$ cat config.mk
export PLATFORM = sky130hd
export DESIGN_NAME = inst_queue_flat
export DESIGN_NICKNAME = d
export VERILOG_FILES = /design/src/rtl/inst_queue_if.sv /design/src/rtl/inst_queue.sv /design/src/flat_wrapper.sv
export SDC_FILE = /design/constraint.sdc
export NUM_CORES = 2
export LEC_CHECK = 0
export BUFFER_PORTS_ARGS = -buffer_cell sky130_fd_sc_hd__buf_2
export CAP_MARGIN = 5
export CORE_ASPECT_RATIO = 1.75
export CORE_MARGIN = 2
export CORE_UTILIZATION = 30
export CTS_CLUSTER_DIAMETER = 80
export DETAILED_ROUTE_END_ITERATION = 10
export GPL_TIMING_DRIVEN = 0
export PLACE_DENSITY = 0.48
export SETUP_SLACK_MARGIN = 0.1
export SYNTH_ARGS = -nofsm -noshare
export SYNTH_HDL_FRONTEND = slang
export SYNTH_SLANG_ARGS = --single-unit
$ cat constraint.sdc
create_clock -name clk -period 12.9 [get_ports clk]
set_input_delay 0 -clock clk [delete_from_list [all_inputs] [get_ports clk]]
set_output_delay 0 -clock clk [all_outputs]
set_load 0.02 [all_outputs]
$ cat src/rtl/inst_queue_if.sv
// ============================================================
// inst_queue_if : fetch/decode side signals of the instruction queue
// Rev 1.0
// ============================================================
`default_nettype none

interface inst_queue_if #(
  parameter int DEPTH = 16
);
  localparam int AW = $clog2(DEPTH);

  logic        flush;
  logic        in_valid0;
  logic        in_valid1;
  logic [31:0] in_pc0;
  logic [31:0] in_inst0;
  logic [31:0] in_pc1;
  logic [31:0] in_inst1;
  logic        in_ready;
  logic        dec_stall;
  logic        only_one;
  logic        out_valid0;
  logic [31:0] out_pc0;
  logic [31:0] out_inst0;
  logic        out_valid1;
  logic [31:0] out_pc1;
  logic [31:0] out_inst1;
  logic [AW:0] count;

  modport master (
    output flush, in_valid0, in_valid1, in_pc0, in_inst0, in_pc1, in_inst1,
    output dec_stall, only_one,
    input  in_ready, out_valid0, out_pc0, out_inst0,
    input  out_valid1, out_pc1, out_inst1, count
  );

  modport slave (
    input  flush, in_valid0, in_valid1, in_pc0, in_inst0, in_pc1, in_inst1,
    input  dec_stall, only_one,
    output in_ready, out_valid0, out_pc0, out_inst0,
    output out_valid1, out_pc1, out_inst1, count
  );
endinterface

`default_nettype wire

$ cat src/rtl/inst_queue.sv
// ============================================================
// inst_queue : dual-ported fetch-to-decode instruction FIFO
// Rev 1.0
// ============================================================
`default_nettype none

module inst_queue #(
  parameter int DEPTH = 16
) (
  input  logic         clk,
  input  logic         resetn,
  inst_queue_if.slave  q
);
  localparam int          AW         = $clog2(DEPTH);
  localparam logic [AW:0] C_MAX_FILL = (AW+1)'(DEPTH - 2);
  localparam logic [AW:0] C_TWO      = (AW+1)'(2);

  logic [AW-1:0] head_q, head_d;
  logic [AW-1:0] tail_q, tail_d;
  logic [AW:0]   count_q, count_d;

  logic [31:0]   pc_mem_q   [DEPTH];
  logic [31:0]   inst_mem_q [DEPTH];

  logic          ready_w;
  logic          valid0_w;
  logic          valid1_w;
  logic          push0_w;
  logic          push1_w;
  logic [1:0]    n_push_w;
  logic [1:0]    n_pop_w;
  logic [AW-1:0] head1_w;
  logic [AW-1:0] tail1_w;

  always_comb begin
    ready_w  = (count_q <= C_MAX_FILL);
    valid0_w = (count_q != '0);
    valid1_w = (count_q >= C_TWO);
    head1_w  = head_q + 1'b1;
    tail1_w  = tail_q + 1'b1;

    // A lone in_valid1 is illegal and is ignored.
    push0_w  = ready_w & ~q.flush & q.in_valid0;
    push1_w  = push0_w & q.in_valid1;
    n_push_w = {1'b0, push0_w} + {1'b0, push1_w};

    n_pop_w = 2'd0;
    if (!q.dec_stall && !q.flush && valid0_w) begin
      n_pop_w = (q.only_one || !valid1_w) ? 2'd1 : 2'd2;
    end

    if (q.flush) begin
      head_d  = '0;
      tail_d  = '0;
      count_d = '0;
    end else begin
      head_d  = head_q + AW'(n_pop_w);
      tail_d  = tail_q + AW'(n_push_w);
      count_d = count_q + (AW+1)'(n_push_w) - (AW+1)'(n_pop_w);
    end
  end

  always_ff @(posedge clk or negedge resetn) begin
    if (!resetn) begin
      head_q  <= '0;
      tail_q  <= '0;
      count_q <= '0;
    end else begin
      head_q  <= head_d;
      tail_q  <= tail_d;
      count_q <= count_d;
    end
  end

  // Storage is intentionally left unreset; validity comes from count_q.
  always_ff @(posedge clk) begin
    if (push0_w) begin
      pc_mem_q[tail_q]   <= q.in_pc0;
      inst_mem_q[tail_q] <= q.in_inst0;
    end
    if (push1_w) begin
      pc_mem_q[tail1_w]   <= q.in_pc1;
      inst_mem_q[tail1_w] <= q.in_inst1;
    end
  end

  assign q.in_ready   = ready_w;
  assign q.count      = count_q;
  assign q.out_valid0 = valid0_w;
  assign q.out_valid1 = valid1_w;
  assign q.out_pc0    = valid0_w ? pc_mem_q[head_q]    : 32'h0;
  assign q.out_inst0  = valid0_w ? inst_mem_q[head_q]  : 32'h0;
  assign q.out_pc1    = valid1_w ? pc_mem_q[head1_w]   : 32'h0;
  assign q.out_inst1  = valid1_w ? inst_mem_q[head1_w] : 32'h0;

endmodule

`default_nettype wire

$ cat src/flat_wrapper.sv
// flat-port wrapper written by rule: the top's interface ports become plain ports
module inst_queue_flat 
#(
  parameter int DEPTH = 16
)
  (clk, resetn, q_flush, q_in_valid0, q_in_valid1, q_in_pc0, q_in_inst0, q_in_pc1, q_in_inst1, q_dec_stall, q_only_one, q_in_ready, q_out_valid0, q_out_pc0, q_out_inst0, q_out_valid1, q_out_pc1, q_out_inst1, q_count);
  inst_queue_if #(.DEPTH(DEPTH)) q_i ();
  input  logic clk;
  input  logic resetn;
  input wire logic [$bits(q_i.flush)-1:0] q_flush;
  input wire logic [$bits(q_i.in_valid0)-1:0] q_in_valid0;
  input wire logic [$bits(q_i.in_valid1)-1:0] q_in_valid1;
  input wire logic [$bits(q_i.in_pc0)-1:0] q_in_pc0;
  input wire logic [$bits(q_i.in_inst0)-1:0] q_in_inst0;
  input wire logic [$bits(q_i.in_pc1)-1:0] q_in_pc1;
  input wire logic [$bits(q_i.in_inst1)-1:0] q_in_inst1;
  input wire logic [$bits(q_i.dec_stall)-1:0] q_dec_stall;
  input wire logic [$bits(q_i.only_one)-1:0] q_only_one;
  output wire logic [$bits(q_i.in_ready)-1:0] q_in_ready;
  output wire logic [$bits(q_i.out_valid0)-1:0] q_out_valid0;
  output wire logic [$bits(q_i.out_pc0)-1:0] q_out_pc0;
  output wire logic [$bits(q_i.out_inst0)-1:0] q_out_inst0;
  output wire logic [$bits(q_i.out_valid1)-1:0] q_out_valid1;
  output wire logic [$bits(q_i.out_pc1)-1:0] q_out_pc1;
  output wire logic [$bits(q_i.out_inst1)-1:0] q_out_inst1;
  output wire logic [$bits(q_i.count)-1:0] q_count;
  assign q_i.flush = q_flush;
  assign q_i.in_valid0 = q_in_valid0;
  assign q_i.in_valid1 = q_in_valid1;
  assign q_i.in_pc0 = q_in_pc0;
  assign q_i.in_inst0 = q_in_inst0;
  assign q_i.in_pc1 = q_in_pc1;
  assign q_i.in_inst1 = q_in_inst1;
  assign q_i.dec_stall = q_dec_stall;
  assign q_i.only_one = q_only_one;
  assign q_in_ready = q_i.in_ready;
  assign q_out_valid0 = q_i.out_valid0;
  assign q_out_pc0 = q_i.out_pc0;
  assign q_out_inst0 = q_i.out_inst0;
  assign q_out_valid1 = q_i.out_valid1;
  assign q_out_pc1 = q_i.out_pc1;
  assign q_out_inst1 = q_i.out_inst1;
  assign q_count = q_i.count;
  inst_queue #(.DEPTH(DEPTH)) u_core (.clk(clk), .resetn(resetn), .q(q_i));
endmodule
==> results.rst <==
.. list-table::
   :header-rows: 1

   * - Metric
     - Value
   * - Portion of synthesized cell area occupied by the leading cell type
     - between 50% and 60%
   * - Total number of vias
     - 40260
   * - CP startpoint
     - u_core.q.count[3]
   * - Maximum number of pins on one net before global-route repair
     - 18
   * - Worst voltage drop across the vdd grid
     - approximately 100 uV
   * - Most instantiated cells after synthesis
     - sky130_fd_sc_hd__edfxtp_1, sky130_fd_sc_hd__mux2_1, sky130_fd_sc_hd__mux4_2, sky130_fd_sc_hd__mux2_2, sky130_fd_sc_hd__mux2i_1
   * - Number of slew-limit violations in the final report
     - 11
   * - Insertion delay of the later-clocked pin in the worst-skew pair
     - around 0.73 ns
   * - Sum of negative setup slack
     - 0 ns
   * - Number of nets in the finished design
     - between 4000 and 5000
   * - Required time worst endpoint
     - 12.90 ns
   * - Power Dens Cells
     - around 160 nW/um^2
   * - Fin util
     - between 30% and 40%
   * - Fraction of final layout cells with drive strength greater than 1
     - 33.78%
   * - Post-synthesis instance area
     - around 60000 um^2
   * - Number of failing setup endpoints in the final timing report
     - 0
   * - Violated checks
     - DRC, capacitance limit, slew limit
   * - Core Box Area
     - ~200000 um^2
   * - Drc violations
     - 2
   * - Worst Tran Pin Value
     - between 1.5 and 2 ns
   * - Relative slew slack
     - -2.055%
   * - Distinct cell type count after synthesis
     - 55
   * - Number of clock sinks
     - about 1000
   * - Gate power share
     - around 37%
   * - Root buffer cell
     - sky130_fd_sc_hd__clkbuf_16
   * - Number of hold violations in the final report
     - 0
   * - Final setup margin
     - around 7.7 ns
   * - Data arrival, critical path
     - around 5.2 ns
   * - Number of antenna violations at the first check in global routing
     - 32
   * - Min-Delay Path Class
     - input port to flip-flop
   * - Synthesized netlist net count
     - roughly 3800
   * - Clock Skews
     - slightly above 0.04 ns
   * - Worst setup timing slack at the placement stage
     - around 8.5 ns
   * - Die outline height
     - ~600 um
   * - Total GRT Usage
     - between 20% and 30%
   * - Total net switching power
     - between 4 and 5 mW
   * - TritonCTS clock tree
     - built
   * - Via count of the first global-routing pass
     - approximately 42000
   * - Final min period
     - roughly 5.2 ns
   * - Wire length of the first global-routing pass
     - roughly 350 mm
   * - Relative contribution of sequential cells to total power
     - roughly a third
   * - Most frequent cell after synthesis
     - sky130_fd_sc_hd__edfxtp_1
   * - Leakage power total
     - about 23 nW
   * - TritonRoute pass-1 iters
     - 8
   * - Htree depth
     - 3
   * - Number of warning messages in the yosys log
     - 0
   * - IO buf count
     - 269
   * - Gr ovfl total
     - 0
   * - Post-detail-place hpwl
     - around 180 mm
   * - Die width
     - 344.2 um
   * - Number of max-cap violations
     - 1
   * - Start point of the worst min-delay path
     - q_in_valid1
   * - Resized cells post-CTS
     - 0
   * - Total power draw
     - 11.40 mW
   * - Type of origin of the critical path
     - flip-flop
   * - Post-synth EDFFs
     - around 1000
   * - CTS Buf Count
     - about 110
   * - Post-synthesis sequential element count
     - 1037
   * - Hold-fix buffers, CTS
     - ~200
   * - Unrepaired setup endpoints after global routing
     - false
   * - Switching part of the total power
     - 36.60%
   * - Cell types with the largest area share after synthesis
     - sky130_fd_sc_hd__edfxtp_1, sky130_fd_sc_hd__mux4_2, sky130_fd_sc_hd__mux2_1, sky130_fd_sc_hd__mux2_2, sky130_fd_sc_hd__mux2i_1
   * - Cell count after synthesis
     - around 3600
   * - Gp weighted congestion
     - 0.8188
   * - Run status
     - complete, but fails checks
   * - Routed length per instance
     - approximately 37 um
   * - Fin crit share
     - 40.62%
   * - CTS max path bufs
     - 3
   * - Number of nets still failing antenna checks after routing
     - 0
   * - Most used flip-flop cell after synthesis
     - sky130_fd_sc_hd__edfxtp_1
   * - Starting density of the core
     - 30.15%
   * - DIE AREA
     - 206300 um^2
   * - Cell taking the most area after synthesis
     - sky130_fd_sc_hd__edfxtp_1
   * - Portion of the post-synthesis area used by sequential elements
     - ~51%
   * - Largest fanout on the critical path
     - 10
   * - # IOs
     - around 270
   * - R2R Path Start
     - u_core.q.count[4]
   * - Post-detailed-route via-to-cell ratio
     - roughly 5.7
   * - Async set-or-reset flop fraction in the synthesized netlist
     - 1.254%
   * - Final wirelength
     - about 260 mm
   * - Kind of critical path
     - flip-flop to output port
   * - Average instance area after synthesis
     - 16.79 um^2
   * - Clock power share
     - 29.3%
   * - Kind of end point of the critical path
     - output port
   * - Number of fill cells
     - around 19000
   * - Internal power contribution
     - roughly 7.2 mW
   * - Violation count after the first detailed-routing iteration
     - slightly above 4000
   * - Standard-cell rows
     - 218
   * - Clock transition time at the flip-flop clock pins of the worst setup and hold paths
     - around 0.070 ns
   * - Peak Freq
     - 190.9 MHz
   * - Buffers inserted during post-CTS setup optimization
     - 0
   * - Area Overhead vs Synth
     - 20.33%
[placed cells by master (no fill, tap or decap), types with 29 or more instances in the layout]
| cell | n |
|---|---|
| sky130_fd_sc_hd__mux2_1 | 769 |
| sky130_fd_sc_hd__clkbuf_1 | 217 |
| sky130_fd_sc_hd__dlygate4sd3_1 | 198 |
| sky130_fd_sc_hd__buf_2 | 368 |
| sky130_fd_sc_hd__o22ai_1 | 101 |
| sky130_fd_sc_hd__buf_12 | 40 |
| sky130_fd_sc_hd__buf_16 | 36 |
| sky130_fd_sc_hd__buf_1 | 30 |
| sky130_fd_sc_hd__edfxtp_1 | 1024 |
| sky130_fd_sc_hd__clkbuf_16 | 112 |
| sky130_fd_sc_hd__mux4_2 | 485 |
| sky130_fd_sc_hd__a22oi_1 | 32 |
| sky130_fd_sc_hd__clkinv_1 | 29 |
| sky130_fd_sc_hd__mux2_2 | 255 |
| sky130_fd_sc_hd__mux2i_1 | 234 |
| sky130_fd_sc_hd__nand3_1 | 30 |
| sky130_fd_sc_hd__nor2b_1 | 40 |
| sky130_fd_sc_hd__buf_4 | 75 |
[critical path, cell delays in order (launching register included)]
cell	delay, ns
sky130_fd_sc_hd__dfrtp_1	0.43
sky130_fd_sc_hd__inv_1	0.17
sky130_fd_sc_hd__ha_1	0.17
sky130_fd_sc_hd__nor4b_2	0.76
sky130_fd_sc_hd__inv_1	0.33
sky130_fd_sc_hd__nand2b_1	0.28
sky130_fd_sc_hd__buf_2	0.77
sky130_fd_sc_hd__clkbuf_1	1.00
sky130_fd_sc_hd__o22ai_1	0.29
sky130_fd_sc_hd__buf_2	0.27
[state kept, by name (all words and copies together) (netlist names)]
| name | flops |
|---|---|
| u_core.inst_mem_q | 512 |
| u_core.head_q | 4 |
| u_core.q.count | 5 |
| u_core.tail_q | 4 |
| u_core.pc_mem_q | 512 |
[final cells by class]
type                            count  area [um^2]  share of cell area (%)
Sequential cell                  1037        31070                   42.49
Multi-Input combinational cell   2156        27900                   38.15
Timing Repair Buffer              549         5196                   7.105
Tap cell                         2640         3303                   4.517
Clock buffer                      130         2870                   3.925
Buffer                            413         1968                   2.691
Clock inverter                     72        739.5                   1.011
Inverter                           13        48.80                 0.06672
Antenna cell                       13        32.53                 0.04448
[power groups by stage]
stage	logic [mW]	registers [mW]	clock network, mW
final	4.24	3.83	3.34
after global routing	4.41	3.83	3.49
after CTS	4.26	3.83	3.39
after detailed placement	4.19	3.90	0
after global placement	4.12	3.93	0
after floorplan	2.40	3.90	0
[cells by family (layout without fill, tap and decap cells)]
| group | count (synthesis) | after routing | share of synthesized area (%) |
|---|---|---|---|
| other | 0 | 13 | 0 |
| muxes | 1743 | 1743 | 40.80 |
| xor gates and xnor gates | 8 | 8 | 0.1153 |
| DFF | 1037 | 1037 | 51.13 |
| AOI/OAI and AO/OA | 231 | 231 | 2.717 |
| and+or+nand+nor | 156 | 156 | 1.552 |
| adders and majority gates | 18 | 18 | 0.3953 |
| buffers and inverters | 426 | 1177 | 3.292 |
[through the flow]
stage | hold WS (ns) | cell area [um^2] | instances
5_1_grt | 0.1210 | 73110 | 7015
2_1_floorplan | -0.2956 | 60780 | 3619
3_3_place_gp | -0.05118 | 65430 | 6528
4_1_cts | 0.01085 | 73090 | 7009
3_5_place_dp | -0.04275 | 67490 | 6609
6_report | 0.08398 | 73130 | 7023
[final timing paths]
kind / endpoint / slack (ns) / depth (start not counted)
max in group asynchronous: u_core.head_q[0] / 11.91 / 3
max reg2reg: u_core.pc_mem_q[0][2] / 8.23 / 8
min: u_core.tail_q[3] / 0.08 / 5
min in group asynchronous: u_core.q.count[2] / 0.44 / 3
min reg2reg: u_core.head_q[0] / 0.71 / 2
max: q_out_inst0[7] / 7.66 / 9
[per-layer routing]
metal  track usage, %  vias up  routed length [um]
li1                 -    16320                   -
met1            29.80    21600               98390
met2            43.50     1792              131500
met3            4.467      512               17020
met4            11.60       28               13740
met5                0        -                 178
No activity file was read; power rests on OpenSTA's default activity.
